`src/rtl/seven_segment_capture.sv`:
```
// seven_segment_capture
//   Receive end of a multiplexed seven-segment display driver. Samples the active-low
//   segment/anode bus, filters out short transients, decodes each stable digit back to a
//   hex nibble plus decimal point, and publishes a full frame with a one-cycle valid pulse.
//   A frame ends when a digit already seen in the current frame is accepted again, or when
//   no digit has been accepted for TIMEOUT cycles (dark or stuck bus).
// Ports
//   clk          system clock, rising edge
//   rst_n        synchronous reset, active-low
//   seg[7:0]     segment bus, active-low; [7]=dp, [6:0]=g..a
//   an[3:0]      digit anodes, active-low; an[i]=0 selects digit i
//   hexnum[15:0] published digits, digit i at [4i+3:4i]
//   point[3:0]   published decimal points, 1 = lit
//   enable[3:0]  digits seen in the published frame
//   decode_err   published frame contained an illegal seg or an pattern
//   frame_valid  one-cycle pulse; outputs above update in this cycle
module seven_segment_capture #(
  parameter int unsigned STABLE_CYCLES = 4,
  parameter int unsigned TIMEOUT       = 64
) (
  input  logic        clk,
  input  logic        rst_n,
  input  logic [7:0]  seg,
  input  logic [3:0]  an,
  output logic [15:0] hexnum,
  output logic [3:0]  point,
  output logic [3:0]  enable,
  output logic        decode_err,
  output logic        frame_valid
);

  localparam int unsigned SW = $clog2(STABLE_CYCLES + 1);
  localparam int unsigned IW = $clog2(TIMEOUT);

  localparam logic [SW-1:0] StableMax = SW'(STABLE_CYCLES);
  localparam logic [IW-1:0] IdleMax   = IW'(TIMEOUT - 1);

  // Returns {valid, nibble} for an active-low g..a pattern.
  function automatic logic [4:0] seg_decode(input logic [6:0] p);
    unique case (p)
      7'h40:   seg_decode = {1'b1, 4'h0};
      7'h79:   seg_decode = {1'b1, 4'h1};
      7'h24:   seg_decode = {1'b1, 4'h2};
      7'h30:   seg_decode = {1'b1, 4'h3};
      7'h19:   seg_decode = {1'b1, 4'h4};
      7'h12:   seg_decode = {1'b1, 4'h5};
      7'h02:   seg_decode = {1'b1, 4'h6};
      7'h78:   seg_decode = {1'b1, 4'h7};
      7'h00:   seg_decode = {1'b1, 4'h8};
      7'h10:   seg_decode = {1'b1, 4'h9};
      7'h08:   seg_decode = {1'b1, 4'hA};
      7'h03:   seg_decode = {1'b1, 4'hB};
      7'h46:   seg_decode = {1'b1, 4'hC};
      7'h21:   seg_decode = {1'b1, 4'hD};
      7'h06:   seg_decode = {1'b1, 4'hE};
      7'h0E:   seg_decode = {1'b1, 4'hF};
      default: seg_decode = {1'b0, 4'h0};
    endcase
  endfunction

  // Sample stage and previous sample for the stability filter.
  logic [7:0]    s_seg_q, p_seg_q;
  logic [3:0]    s_an_q, p_an_q;
  logic [SW-1:0] stab_cnt_q, stab_cnt_d;
  logic [IW-1:0] idle_cnt_q, idle_cnt_d;

  // Frame accumulator.
  logic [15:0] nib_acc_q, nib_acc_d;
  logic [3:0]  pt_acc_q, pt_acc_d;
  logic [3:0]  seen_q, seen_d;
  logic        err_acc_q, err_acc_d;

  logic [15:0] hexnum_d;
  logic [3:0]  point_d, enable_d;
  logic        decode_err_d, frame_valid_d;

  logic       stable_hit, one_low, multi_low, accept, multi_err, timeout, publish;
  logic [1:0] dig;
  logic [4:0] dec;

  always_comb begin
    one_low = 1'b1;
    dig     = 2'd0;
    unique case (s_an_q)
      4'b1110: dig = 2'd0;
      4'b1101: dig = 2'd1;
      4'b1011: dig = 2'd2;
      4'b0111: dig = 2'd3;
      default: one_low = 1'b0;
    endcase
  end

  assign multi_low = (s_an_q != 4'hF) && !one_low;
  assign dec       = seg_decode(s_seg_q[6:0]);

  always_comb begin
    if ((s_seg_q == p_seg_q) && (s_an_q == p_an_q)) begin
      stab_cnt_d = (stab_cnt_q == StableMax) ? stab_cnt_q : stab_cnt_q + 1'b1;
    end else begin
      stab_cnt_d = SW'(1);
    end
  end

  // Fires once per stable run: only on the transition into saturation.
  assign stable_hit = (stab_cnt_d == StableMax) && (stab_cnt_q != StableMax);
  assign accept     = stable_hit && one_low;
  assign multi_err  = stable_hit && multi_low;
  assign timeout    = !accept && (idle_cnt_q == IdleMax);
  assign publish    = (accept && seen_q[dig]) || timeout;

  always_comb begin
    nib_acc_d     = nib_acc_q;
    pt_acc_d      = pt_acc_q;
    seen_d        = seen_q;
    err_acc_d     = err_acc_q | multi_err;
    idle_cnt_d    = idle_cnt_q + 1'b1;
    hexnum_d      = hexnum;
    point_d       = point;
    enable_d      = enable;
    decode_err_d  = decode_err;
    frame_valid_d = publish;

    if (publish) begin
      hexnum_d     = nib_acc_q;
      point_d      = pt_acc_q;
      enable_d     = seen_q;
      decode_err_d = err_acc_q | multi_err;
      nib_acc_d    = '0;
      pt_acc_d     = '0;
      seen_d       = '0;
      err_acc_d    = 1'b0;
      idle_cnt_d   = '0;
    end

    if (accept) begin
      // Boundary accept: the accumulator was cleared above and restarts with this digit.
      nib_acc_d[{dig, 2'b00} +: 4] = dec[3:0];
      pt_acc_d[dig]                = ~s_seg_q[7];
      seen_d[dig]                  = 1'b1;
      err_acc_d                    = err_acc_d | ~dec[4];
      idle_cnt_d                   = '0;
    end
  end

  always_ff @(posedge clk) begin
    if (!rst_n) begin
      s_seg_q     <= 8'hFF;
      s_an_q      <= 4'hF;
      p_seg_q     <= 8'hFF;
      p_an_q      <= 4'hF;
      stab_cnt_q  <= '0;
      idle_cnt_q  <= '0;
      nib_acc_q   <= '0;
      pt_acc_q    <= '0;
      seen_q      <= '0;
      err_acc_q   <= 1'b0;
      hexnum      <= '0;
      point       <= '0;
      enable      <= '0;
      decode_err  <= 1'b0;
      frame_valid <= 1'b0;
    end else begin
      s_seg_q     <= seg;
      s_an_q      <= an;
      p_seg_q     <= s_seg_q;
      p_an_q      <= s_an_q;
      stab_cnt_q  <= stab_cnt_d;
      idle_cnt_q  <= idle_cnt_d;
      nib_acc_q   <= nib_acc_d;
      pt_acc_q    <= pt_acc_d;
      seen_q      <= seen_d;
      err_acc_q   <= err_acc_d;
      hexnum      <= hexnum_d;
      point       <= point_d;
      enable      <= enable_d;
      decode_err  <= decode_err_d;
      frame_valid <= frame_valid_d;
    end
  end

endmodule
```
`config.mk`:
```
export PLATFORM = sky130hd
export DESIGN_NAME = seven_segment_capture
export DESIGN_NICKNAME = d
export VERILOG_FILES = /design/src/rtl/seven_segment_capture.sv
export SDC_FILE = /design/constraint.sdc
export NUM_CORES = 1
export LEC_CHECK = 0
export CORE_ASPECT_RATIO = 1.25
export CORE_MARGIN = 1
export CORE_UTILIZATION = 48
export CTS_CLUSTER_SIZE = 40
export DETAILED_ROUTE_END_ITERATION = 8
export PLACE_DENSITY = 0.72
export SLEW_MARGIN = 15
export SYNTH_ARGS = -nofsm -noshare
export SYNTH_HDL_FRONTEND = slang
export SYNTH_SLANG_ARGS = --single-unit
```
`constraint.sdc`:
```
create_clock -name clk -period 2.7 [get_ports clk]
set_clock_uncertainty 0.1 [all_clocks]
set_input_delay 0.405 -clock clk [delete_from_list [all_inputs] [get_ports clk]]
set_output_delay 0.405 -clock clk [all_outputs]
set_load 0.02 [all_outputs]
```
Word-level counts from Yosys, hierarchy flattened
Index checks and enable logic that the tools add are counted.
{ "word_totals": {"reg_bits": 84, "out_inout_bits": 26, "word_cells": 87} }
{ "op_classes": {"n_addsub": 3, "order_cmp": 2, "n_eq_ne": 26, "shift": 2, "n_mux": 19, "bitwise_logic": 6, "reduce_logical": 14} }
{ "ops": {"columns": ["op", "count"], "rows": [
  ["5-bit case mux with 16 select lines", 1],
  ["16-bit 2-to-1 mux", 2],
  ["7-bit == test (second input constant)", 4],
  ["7-bit by 5-bit == test with 1-bit output (second input constant)", 3],
  ["7-bit by 6-bit == test with 1-bit output (second input constant)", 3],
  ["16-bit bitwise mux", 1],
  ["4-bit 2-to-1 mux", 4],
  ["4-bit by 6-bit variable shift with 16-bit output (first input constant)", 1],
  ["4-bit by 6-bit indexed part select with 16-bit output", 1],
  ["7-bit by 2-bit == test with 1-bit output (second input constant)", 2],
  ["7-bit by 4-bit == test with 1-bit output (second input constant)", 2],
  ["4-bit == test (second input constant)", 3],
  ["8-bit == test", 1],
  ["1-bit logical AND", 8],
  ["7-bit by 3-bit == test with 1-bit output (second input constant)", 1],
  ["7-bit zero test", 1],
  ["6-bit by 1-bit adder with 6-bit output (second input constant)", 1],
  ["3-bit == test (second input constant)", 2],
  ["6-bit == test (second input constant)", 1],
  ["3-bit 2-to-1 mux", 2],
  ["4-bit negation with 6-bit output", 1],
  ["2-bit case mux with 3 select lines", 1],
  ["1-bit 2-to-1 mux", 5],
  ["4-bit bitwise mux", 1],
  ["16 further kinds", 20]
]} }

Logic depth before layout (Yosys ltp)
{ "logic_depth": {"ltp_word": 12, "mapped_depth": 10, "depth_no_buf": 8} }

Worst setup path before layout
OpenSTA, ideal clock, no wires.
{ "synth_path": {"kind": "flip-flop to flip-flop", "start": "reg s_an_q[2]", "end": "reg hexnum[0]", "arrival_time_ns": 2.437, "path_slack_ns": 0.092, "path_stages_with_launch": 11, "n_path_buf": 4, "synth_period_minus_slack_ns": 2.608, "path_cell_list": "dfxtp_1 > buf_6 > xor2_2 > or4_4 > or3b_1 > buf_6 > o21bai_4 > a21boi_1 > buf_4 > buf_6 > mux2i_1"} }
{ "synth_between": {"elab_chain_len": 9} }
{ "synth_lines": {"columns": ["item", "line", "rtl"], "rows": [
  ["from (decl)", "63", "logic [3:0] s_an_q, p_an_q;"],
  ["from (signal assigned)", "164", "s_an_q <= an;"],
  ["4-bit == test", "97", "if ((s_seg_q == p_seg_q) && (s_an_q == p_an_q)) begin"],
  ["1-bit logical AND", "97", null],
  ["3-bit 2-to-1 mux", "97", null],
  ["3-bit == test", "105", "assign stable_hit = (stab_cnt_d == StableMax) && (stab_cnt_q != StableMax);"],
  ["1-bit logical AND", "105", null],
  ["1-bit logical AND", "106", "assign accept = stable_hit && one_low;"],
  ["1-bit zero test", "108", "assign timeout = !accept && (idle_cnt_q == IdleMax);"],
  ["1-bit logical AND", "108", null],
  ["1-bit logical OR *", "109", "assign publish = (accept && seen_q[dig]) || timeout;"],
  ["to (signal assigned)", "173", "hexnum <= hexnum_d;"],
  ["to (decl)", "25", "output logic [15:0] hexnum,"]
]} }
Every way passes the cells marked *; elsewhere a longest branch is shown, timed or not. The select of a mux whose other input is x is not followed.
A chain may end at the register's enable or synchronous reset.

Final worst setup path
{ "layout_path": {"start": "reg p_an_q[2]", "end": "reg nib_acc_q[5]"} }
{ "layout_between": {"elab_chain_len": 12} }
{ "layout_lines": {"columns": ["item", "line", "rtl"], "rows": [
  ["from (decl)", "63", null],
  ["from (signal assigned)", "166", "p_an_q <= s_an_q;"],
  ["4-bit == test *", "97", null],
  ["1-bit logical AND *", "97", null],
  ["3-bit 2-to-1 mux *", "97", null],
  ["3-bit == test *", "105", null],
  ["1-bit logical AND *", "105", null],
  ["1-bit logical AND *", "106", null],
  ["1-bit zero test", "108", null],
  ["1-bit logical AND", "108", null],
  ["1-bit logical OR", "109", null],
  ["16-bit 2-to-1 mux", "123", "if (publish) begin"],
  ["16-bit bitwise mux", "137", "nib_acc_d[{dig, 2'b00} +: 4] = dec[3:0];"],
  ["16-bit 2-to-1 mux *", "135", "if (accept) begin"],
  ["to (signal assigned)", "169", "nib_acc_q <= nib_acc_d;"],
  ["to (decl)", "68", "logic [15:0] nib_acc_q, nib_acc_d;"]
]} }
Every way passes the cells marked *; elsewhere a longest branch is shown, timed or not.

==> metrics <==
outcome completed; Worst Path Required 2.92 ns; R2R cell count 6; DRC errors left 0; post-synth top area share 43.86%; Site Rows 36; Synth Area in XOR/XNOR 4.993%; post-synthesis async set-or-reset flop share 0%; Initial Utilization 49.48%; Mapped Avg Cell Area 9.283 sq um; Post-synth EDFFs 0; grt ovf 0; HP Class flip-flop to flip-flop; CTS buffer count 9; Most used DFF post-synth dfxtp_1; Final period util 96.52%; wire per inst 13.14 um; width of the chip 81.94 um; Syn Std Cell Area 3834 sq um; DIE AREA 8351 sq um; most common cell after layout, fill and taps aside dfxtp_1; FF/Latch Area 1682 sq um; Vias 2997; DP HPWL 5507 um; Fmax 383.7 MHz; Final Util 59.80%; CTS Root Cell clkbuf_8; Post-DRT Antenna Nets 0; synthesis-stage register bit count 84; final slew viol count 0; nature of the critical path endpoint flip-flop; Synth warnings 0; number of global-route vias before repair 2668; vias per cell 5.314; Initial DRC Count 157; reg2reg start p_an_q[2]$_SDFF_PN1_; Max Fanout on Critical Path 8; most frequent cells in the layout 84 x dfxtp_1, 65 x nand2_1, 38 x clkdlybuf4s50_1, 30 x mux2i_1, 28 x nand2b_1; Worst-Margin Slew 0.4709 ns; crit path launch p_an_q[2]$_SDFF_PN1_; Crit path arrival time 2.82 ns; area delta synth->final 20.85%; deepest clock path buffer count 2; area of the multi-input gates 1972 sq um; Max Cap Viol 0; Mapped Cells 413; die extent in y 101.9 um; # diodes 0; synth top area cells dfxtp_1 44%, mux2i_1 7.8%, nand2_1 6.4%, nand2b_1 4.6%, ha_1 3.3%; Final Instance Area 4633 sq um; Worst R2R Setup Slack 0.09 ns; Worst Setup Start Kind flip-flop; gr usage total 19.17%; Worst slew margin 68.54%; Worst-Skew Late Latency 0.36 ns; Routed WL 7411 um; Final Hold Viols 0; min cycle time layout 2.606 ns; Clock transition at path regs 0.09 ns; adder-cell share of the synthesized area 3.264%; multiplexer share of the synthesized area 8.127%; biggest area consumer among synthesized cells dfxtp_1; CTS tree built; Final Net Count 488; RSZ-0062 raised after global routing false; leak pwr 1.870 nW; pwr/cell area 518.2 nW/um^2; register area share after synthesis 43.86%; placed cell areas 4423 sq um; routability cong. 0.8656; htree depth 3; I/O Buffers 39; fill count 688; Final setup viols 0; Synth cell types 59; largest net degree at the start of global routing 47; Ports 40; Synth Net Count 437; Critical Path End nib_acc_q[5]$_SDFF_PN0_; main combinational cell family by area after synthesis simple AND/OR/NAND/NOR gates; initial antenna violation count 0; Post-CTS Setup Bufs 0; Simple-Gate Fraction of Synth Area 23.30%; core box area 7747 sq um; clk sinks 84; Setup CP Type flip-flop to flip-flop; post-synthesis compound-gate area fraction 11.29%; reg2reg end nib_acc_q[5]$_SDFF_PN0_; layout cell share with drive strength beyond 1 12.79%; TritonRoute pass-1 iters 4; Max rail drop VDD 430.4 uV; first-pass GRT wire length 12160 um
-- critical path, cell delays in order (launching register included) --
cell     delay [ns]
dfxtp_1        0.33
xor2_2         0.18
or4_4          0.53
or3b_4         0.48
or3_4          0.42
o31ai_2        0.32
a22o_1         0.20
-- how the worst min path moves through the flow --
stage | to | depth (start not counted) | from | slack [ns]
global placement | idle_cnt_q[0]$_SDFF_PP0_ | 1 | idle_cnt_q[0]$_SDFF_PP0_ | 0.33
global route | idle_cnt_q[0]$_SDFF_PP0_ | 1 | idle_cnt_q[0]$_SDFF_PP0_ | 0.37
floorplan | idle_cnt_q[0]$_SDFF_PP0_ | 1 | idle_cnt_q[0]$_SDFF_PP0_ | 0.32
detailed placement | idle_cnt_q[0]$_SDFF_PP0_ | 1 | idle_cnt_q[0]$_SDFF_PP0_ | 0.34
CTS | idle_cnt_q[0]$_SDFF_PP0_ | 1 | idle_cnt_q[0]$_SDFF_PP0_ | 0.35
finish | idle_cnt_q[0]$_SDFF_PP0_ | 1 | idle_cnt_q[0]$_SDFF_PP0_ | 0.35
-- what timing repair did --
action / CTS / global route
endpoints found under the setup margin: 5 / 14
resized for setup: 1 / 2
endpoints found under the hold margin: 0 / 0
hold buffers: 0 / 0
pin swaps: 0 / 0
-- cell type report --
class / instances / share of cell area, %
Clock buffer: 9 / 2.674
Clock inverter: 7 / 1.728
Inverter: 15 / 1.215
Multi-Input combinational cell: 288 / 42.56
Sequential cell: 84 / 36.29
Tap cell: 95 / 2.565
Timing Repair Buffer: 66 / 12.96
-- metrics by stage --
step | TNS, ns | hold slack (ns) | instances | setup slack (ns) | power (mW)
after floorplan | 0 | 0.3175 | 413 | 0.09172 | 1.440
after global placement | 0 | 0.3272 | 548 | 0.04812 | 1.504
after detailed placement | -0.1026 | 0.3385 | 548 | -0.02555 | 1.509
after CTS | 0 | 0.3513 | 564 | 0.09265 | 2.419
after global routing | 0 | 0.3745 | 564 | 0.005207 | 2.490
final | 0 | 0.3488 | 564 | 0.09384 | 2.401
-- cells in the mapped netlist, drive strengths merged (4+ instances only) --
cell     count
dfxtp       84
nand2       65
mux2i       30
nand2b      28
clkbuf      17
inv         15
nor2        15
o21ai       15
xor2        15
nand3       14
ha          10
buf          9
a22o         8
nor3         7
nor4         6
xnor2        6
nor3b        5
o2bb2ai      5
or4          5
a21oi        4
o31ai        4
-- registers in the layout (all words and copies together) (netlist names) --
signal       count
hexnum          16
nib_acc_q       16
p_seg_q          8
s_seg_q          8
idle_cnt_q       6
enable           4
p_an_q           4
point            4
pt_acc_q         4
s_an_q           4
seen_q           4
stab_cnt_q       3
decode_err       1
err_acc_q        1
frame_valid      1
-- logic make-up after synthesis --
kind of cell | Yosys count
AND/OR/NAND/NOR | 169
buffers and inverters | 41
multiplexers | 31
flip-flops | 84
AO/OA/AOI/OAI | 57
adder cells (fa/ha/maj) | 10
XOR/XNOR | 21
-- power by group --
part / switching [mW] / internal, mW / leakage [nW]
Sequential: 0.0146 / 1.26 / 0.683
Clock: 0.482 / 0.438 / 0.0968
Combinational: 0.114 / 0.0934 / 1.09
Total: 0.610 / 1.79 / 1.87
-- per-layer routing --
metal | GRT usage, % | vias to the layer above | part of all wire, %
met1 | 22.37 | 1391 | 45
li1 | - | 1532 | -
met3 | 3.929 | 18 | 3.1
met5 | 0 | - | 0
met4 | 9.987 | 0 | 2.8
met2 | 32.61 | 56 | 49
(Power assumes the default switching activity.)
